[config.mk]
export PLATFORM = sky130hd
export DESIGN_NAME = pipe_stage_elastic
export DESIGN_NICKNAME = d
export VERILOG_FILES = /design/src/rtl/pipe_stage_elastic.sv
export SDC_FILE = /design/constraint.sdc
export NUM_CORES = 1
export LEC_CHECK = 0
export ABC_AREA = 0
export CELL_PAD_IN_SITES_DETAIL_PLACEMENT = 2
export CELL_PAD_IN_SITES_GLOBAL_PLACEMENT = 2
export CORE_UTILIZATION = 38
export DETAILED_ROUTE_END_ITERATION = 10
export PLACE_DENSITY_LB_ADDON = 0.12
export RECOVER_POWER = 25
export SYNTH_ARGS = -nofsm -noshare
export SYNTH_HDL_FRONTEND = slang
export SYNTH_SLANG_ARGS = --single-unit
[constraint.sdc]
create_clock -name clk -period 2.6 [get_ports clk]
set_input_delay 0.52 -clock clk [delete_from_list [all_inputs] [get_ports clk]]
set_output_delay 0.52 -clock clk [all_outputs]
set_load 0.01 [all_outputs]
[src/rtl/pipe_stage_elastic.sv]
// pipe_stage_elastic
//   Elastic register pipeline of DEPTH stages that only advances on a
//   prescaled strobe. Every stage carries a data word and a valid bit; an
//   empty stage always accepts from its predecessor, so bubbles collapse
//   even while the output is stalled. flush discards all contents
//   synchronously without disturbing the prescaler.
//
// Parameters
//   WIDTH  data width in bits (>=1)
//   DEPTH  number of register stages (>=1)
//   DIV    advance period in clk cycles (>=1; 1 = every cycle)
//
// Ports
//   clk        single clock, rising edge
//   rst_n      asynchronous active-low reset
//   in_data    upstream data
//   in_valid   upstream data valid
//   in_ready   block accepts in_data this cycle
//   out_data   last-stage data
//   out_valid  out_data offered this cycle
//   out_ready  downstream accepts
//   flush      synchronous discard of all contents
//   tick       registered advance strobe, one cycle in every DIV
//   occupancy  number of valid stages
module pipe_stage_elastic #(
  parameter int WIDTH = 4,
  parameter int DEPTH = 3,
  parameter int DIV   = 125000000
) (
  input  logic                       clk,
  input  logic                       rst_n,
  input  logic [WIDTH-1:0]           in_data,
  input  logic                       in_valid,
  output logic                       in_ready,
  output logic [WIDTH-1:0]           out_data,
  output logic                       out_valid,
  input  logic                       out_ready,
  input  logic                       flush,
  output logic                       tick,
  output logic [$clog2(DEPTH+1)-1:0] occupancy
);

  // A one-bit counter is kept for DIV=1 so the prescaler never has zero width.
  localparam int CW = (DIV > 1) ? $clog2(DIV) : 1;
  localparam int OW = $clog2(DEPTH + 1);
  localparam logic [CW-1:0] CNT_MAX = CW'(DIV - 1);

  logic [CW-1:0]    cnt_r;
  logic             tick_r;
  logic [DEPTH-1:0] v_r;
  logic [WIDTH-1:0] d_r [DEPTH];
  logic [DEPTH-1:0] r_s;
  logic             advance_s;

  function automatic logic [OW-1:0] popcount(input logic [DEPTH-1:0] bits);
    logic [OW-1:0] sum;
    sum = {OW{1'b0}};
    for (int i = 0; i < DEPTH; i++) begin
      sum = sum + OW'(bits[i]);
    end
    return sum;
  endfunction

  // Prescaler: counts 0..DIV-1 and raises tick on the edge that ends a period.
  always_ff @(posedge clk or negedge rst_n) begin
    if (!rst_n) begin
      cnt_r  <= {CW{1'b0}};
      tick_r <= 1'b0;
    end else begin
      tick_r <= (cnt_r == CNT_MAX);
      if (cnt_r == CNT_MAX) begin
        cnt_r <= {CW{1'b0}};
      end else begin
        cnt_r <= cnt_r + CW'(1);
      end
    end
  end

  // Ready chain: a stage can load when it is empty or everything ahead moves.
  always_comb begin
    r_s = {DEPTH{1'b0}};
    r_s[DEPTH-1] = ~v_r[DEPTH-1] | out_ready;
    for (int i = DEPTH - 2; i >= 0; i--) begin
      r_s[i] = ~v_r[i] | r_s[i+1];
    end
  end

  // Handshakes exist only on tick cycles and are suppressed while flushing.
  always_comb begin
    advance_s = tick_r & ~flush;
    in_ready  = advance_s & r_s[0];
    out_valid = advance_s & v_r[DEPTH-1];
    out_data  = d_r[DEPTH-1];
    tick      = tick_r;
    occupancy = popcount(v_r);
  end

  // Stage registers: flush clears valids only; on a tick, ready stages shift.
  always_ff @(posedge clk or negedge rst_n) begin
    if (!rst_n) begin
      v_r <= {DEPTH{1'b0}};
      for (int i = 0; i < DEPTH; i++) begin
        d_r[i] <= {WIDTH{1'b0}};
      end
    end else if (flush) begin
      v_r <= {DEPTH{1'b0}};
    end else if (tick_r) begin
      if (r_s[0]) begin
        v_r[0] <= in_valid & in_ready;
        d_r[0] <= in_data;
      end
      for (int i = 1; i < DEPTH; i++) begin
        if (r_s[i]) begin
          v_r[i] <= v_r[i-1];
          d_r[i] <= d_r[i-1];
        end
      end
    end
  end

endmodule

## After elaboration in Yosys (flattened, before gate mapping)

Cells that the tools add are included.

- Register bits after elaboration: 43

- $add $sub $neg: 3
- Equality and inequality tests: 1
- Multiplexer cells: 6
- Bitwise logic cells: 11
- Reduce and logical (&&, ||, !) cells: 10

Operator list:

| cell | count |
|---|---|
| adder 27 x 1 -> 27 bit, second input constant | 1 |
| == test 27 bit, second input constant | 1 |
| 2-to-1 mux 27 bit | 1 |
| AND reduction 3 bit | 3 |
| nonzero test 2 bit | 4 |
| 2-to-1 mux 3 bit | 2 |
| AND reduction 2 bit | 3 |
| bitwise AND 1 bit | 4 |
| NOT 1 bit | 4 |
| 2-to-1 mux 1 bit | 3 |
| bitwise OR 1 bit | 3 |
| adder 1 x 1 -> 2 bit | 1 |
| adder 2 x 1 -> 2 bit | 1 |

## Logic depth before layout (Yosys ltp)

- Depth in word-level cells: 9
- Gate-level depth with buffers: 6

## Least setup slack after synthesis

Ideal clock, no wire load.

- Kind: register to register
- Start: register cnt_r[0]
- End: register cnt_r[24]
- Library setup time: 0.073 ns
- Arrival: 1.802 ns
- Required time: 2.527 ns
- Path slack: 0.725 ns
- Cell stages (with the launch flop): 7
- Clock period less this slack: 1.875 ns
- Cell sequence: dfrtp_1 > ha_1 > nand2_1 > or4_4 > buf_6 > or4_4 > a21oi_2

- Longest elaborated chain between the ends: 2
- Elaborated cells on any way between the ends: 3
- Classes of those cells: add/sub: 1; eq/ne: 1; mux: 1

RTL lines:

| item | line | source |
|---|---|---|
| from (decl) | 48 | `logic [CW-1:0] cnt_r;` |
| from (signal assigned) | 67 | `cnt_r <= {CW{1'b0}};` |
| from (signal assigned) | 72 | `cnt_r <= {CW{1'b0}};` |
| from (signal assigned) | 74 | `cnt_r <= cnt_r + CW'(1);` |
| adder 27 x 1 -> 27 bit or == test 27 bit (tied branches) | 74, 71 |  |
| 2-to-1 mux 27 bit * | 71 | `if (cnt_r == CNT_MAX) begin` |

Mark *: on every way between the ends. The rest lies on a longest branch, timed or not.
A chain may end at the register's enable or synchronous reset.

## Worst setup path in the final report

- Start: input port out_ready
- End: output port in_ready

- Longest elaborated chain between the ends: 4

RTL lines:

| item | line | source |
|---|---|---|
| from (decl) | 37 | `input logic out_ready,` |
| bitwise OR 1 bit | 82 | `r_s[DEPTH-1] = ~v_r[DEPTH-1] \| out_ready;` |
| bitwise OR 1 bit (2 in a row) | 84 | `r_s[i] = ~v_r[i] \| r_s[i+1];` |
| bitwise AND 1 bit | 91 | `in_ready = advance_s & r_s[0];` |
| to (decl) | 34 | `output logic in_ready,` |

Every way passes these cells.

==> impl_metrics.tcl <==
set metrics [dict create \
    viasPerCell 5.465 \
    rsz0062_at_grt "no" \
    synth_common_cells "dfrtp_1, nand2_1, mux2_2, xnor2_1, nor2_1" \
    max_slew_margin_pct 27.16 \
    dpl_cell_area_um2 2347 \
    finalSetupViolCount 0 \
    synth_fa_ha_area_share_pct 1.539 \
    root_buffer "clkbuf_8" \
    cts_tree "yes" \
    wl_um 5428 \
    synth_compound_area_share_pct 7.164 \
    max_stage_delay_ns 0.50 \
    place_hpwl_um 4064 \
    postSynthCellCount 194 \
    cpMostUsedCell "clkdlybuf4s50_1" \
    critPathSlowestCell "clkdlybuf4s50_1" \
    num_vias 1552 \
    syn_nets 205 \
    powerDensity_nw_per_um2 495.3 \
    p_leak_nw 1.042 \
    synthesis.area_um2 2113 \
    nNetsFinal 224 \
    die_h_um 76.58 \
    yosys.area_share.simple_pct 22.50 \
    cts_buffers 5 \
    gp_congestion 0.7762 \
    ys_warn_count 0 \
    ys_seq_area_share_pct 50.92 \
    synthMuxAreaShare_pct 7.815 \
    start_util_pct 40.35 \
    yosysTopAreaCell "dfrtp_1" \
    fmax_mhz 393.3 \
    grt_pass1_wl_um 9335 \
    wire_per_inst_um 19.11 \
    hp-class "input pin to async pin" \
    drt-initial-drc-count 59 \
    ys_seq_elements 43 \
    drcViolationCount 0 \
    fp.dieArea_um2 5864 \
    min_period_ns 2.543 \
    synth_edf_count 0 \
    core_um2 5238 \
    outcome "complete, no violations" \
    yosysMostFrequentCell "dfrtp_1" \
    cts_sinks 43 \
    area_growth_pct 16.70 \
    num_io_pins 18 \
    firstDrtPassIters 4 \
    grt_max_degree 44 \
    synth_top_family_by_area "simple AND/OR/NAND/NOR gates" \
    tightest_slew_ns 1.093 \
    grt_util_all_layers_pct 20.71 \
    period_share_pct 97.80 \
    synth_top_area_share_pct 50.92 \
    hold-worst-slack_ns 0.4162 \
    die_w_um 76.58 \
    ant_nets 0 \
    cts_max_path_buffers 2 \
    ys_async_sr_fraction_pct 100.0 \
    cp_max_fo 4 \
    io_buffer_count 17 \
    synth.avg_cell_area_um2 10.89 \
    finClkSkew_ns 0.005203 \
    drive_gt1_share_pct 18.22 \
    cp-start-kind "input pin" \
    ctsHtreeMaxLevel 2 \
    cp-end-kind "output pin" \
    design_area_um2 2466 \
    first_global_vias 1775 \
    power.total_mw 1.222 \
    antenna_found_initial 0 \
    gr-total-overflow 0 \
    num_rows 26 \
    diodes 0 \
    synth_ff_type "dfrtp_1" \
    clk_latency_ns 0.30 \
    crit_buf_inv 3 \
    slew_violations 0 \
    cp.required_ns 2.08 \
    ir_worst_vdd_uv 188.4 \
    maxCapViolations 0 \
    ys_top_cells_by_area "dfrtp_1, mux2_2, xnor2_1" \
    path_cells "clkdlybuf4s50_1 -> nand3b_1 -> o21ai_2 -> inv_1 -> clkdlybuf4s50_1" \
    hold_viol_final 0 \
    fin_tns_setup_ns 0 \
    crit_arrival_ns 2.02 \
    synth_cell_types 46 \
    worstSetupPathType "input pin to output pin" \
    crit_family "buffers and inverters" \
    synth-xor-area-share_pct 6.217 \
    path_clk_slew_ns 0.09 \
    cts_setup_buffers 0 \
]
-- metal layers --
metal	up-vias	wire, µm	global-route usage, %
li1	734	-	-
met1	787	2426	24.79
met2	23	2794	37.30
met3	8	129	3.952
met4	0	78	6.346
met5	-	0	0
-- flip-flops by register name, indices dropped and copies added, names as in the netlist --
signal and cells:
d_r 8, tick 1, cnt_r 27, out_data 4
v_r 3
-- per-stage QoR --
step	utilization [%]	worst slack, ns	cells
after detailed placement	44.82	-0.007127	276
after CTS	47.09	0.05273	284
after global placement	44.82	0.1761	276
final	47.09	0.05715	284
after floorplan	-	0.7249	194
after global routing	47.09	0.0001492	284
-- final timing paths --
| path | slack (ns) | start | to | cells after the start |
|---|---|---|---|---|
| setup reg to reg | 0.54 | cnt_r[0]$_DFF_PN0_ | cnt_r[26]$_DFF_PN0_ | 5 |
| max in group asynchronous | 1.52 | rst_n | v_r[0]$_DFFE_PN0P_ | 1 |
| setup / recovery | 0.06 | out_ready | in_ready | 5 |
| hold / removal | 0.42 | rst_n | cnt_r[2]$_DFF_PN0_ | 1 |
| hold reg to reg | 0.48 | cnt_r[25]$_DFF_PN0_ | cnt_r[25]$_DFF_PN0_ | 1 |
| min in group clk | 0.48 | cnt_r[25]$_DFF_PN0_ | cnt_r[25]$_DFF_PN0_ | 1 |
-- cell families (layout without fill, tap and decap cells) --
logic type | Yosys count | count (layout)
compound gates | 23 | 23
xor+xnor | 15 | 15
fa+ha+maj | 2 | 2
buf+inv | 15 | 35
flops | 43 | 43
mux | 15 | 15
simple gates | 81 | 81
-- power by group --
part / total (mW) / switching, mW / leakage [nW] / internal [mW]
combinational: 0.0257 / 0.0157 / 0.398 / 0.00994
clock: 0.528 / 0.242 / 0.0581 / 0.286
sequential: 0.668 / 0 / 0.587 / 0.668
-- what timing repair did --
item / CTS / global route
resized for setup: 2 / 0
hold buffers: 0 / 0
setup endpoints to repair: 1 / 0
-- area by class of cell --
type                            count  area [µm²]
Multi-Input combinational cell    136       968.4
Timing Repair Buffer               22       202.7
Tap cell                           70       87.58
Sequential cell                    43        1076
Clock buffer                        5       68.82
Fill cell                         527        2771
Clock inverter                      3       43.79
Inverter                            5       18.77
-- worst reg2reg max path: stages (launching register included) --
cell and delay (ns):
dfrtp_1 0.40, ha_1 0.24, nand2_1 0.14, or4_4 0.52, or4_1 0.53, a21oi_1 0.16
-- placed cells by master (no fill, tap or decap), types with 3 or more instances in the layout --
cell type	netlist	routed
a21oi_1	6	6
and2_1	4	4
and3_1	6	6
and4_1	5	5
buf_4	4	5
clkbuf_8	0	5
clkdlybuf4s50_1	0	16
dfrtp_1	43	43
inv_1	5	5
mux2_2	12	12
mux2i_1	3	3
nand2_1	17	17
nand3_1	8	8
nand4_1	9	9
nor2_1	11	11
o21ai_0	3	3
o31ai_1	4	4
xnor2_1	12	12
xor2_1	3	3
No activity file was read; power rests on OpenSTA's default activity.
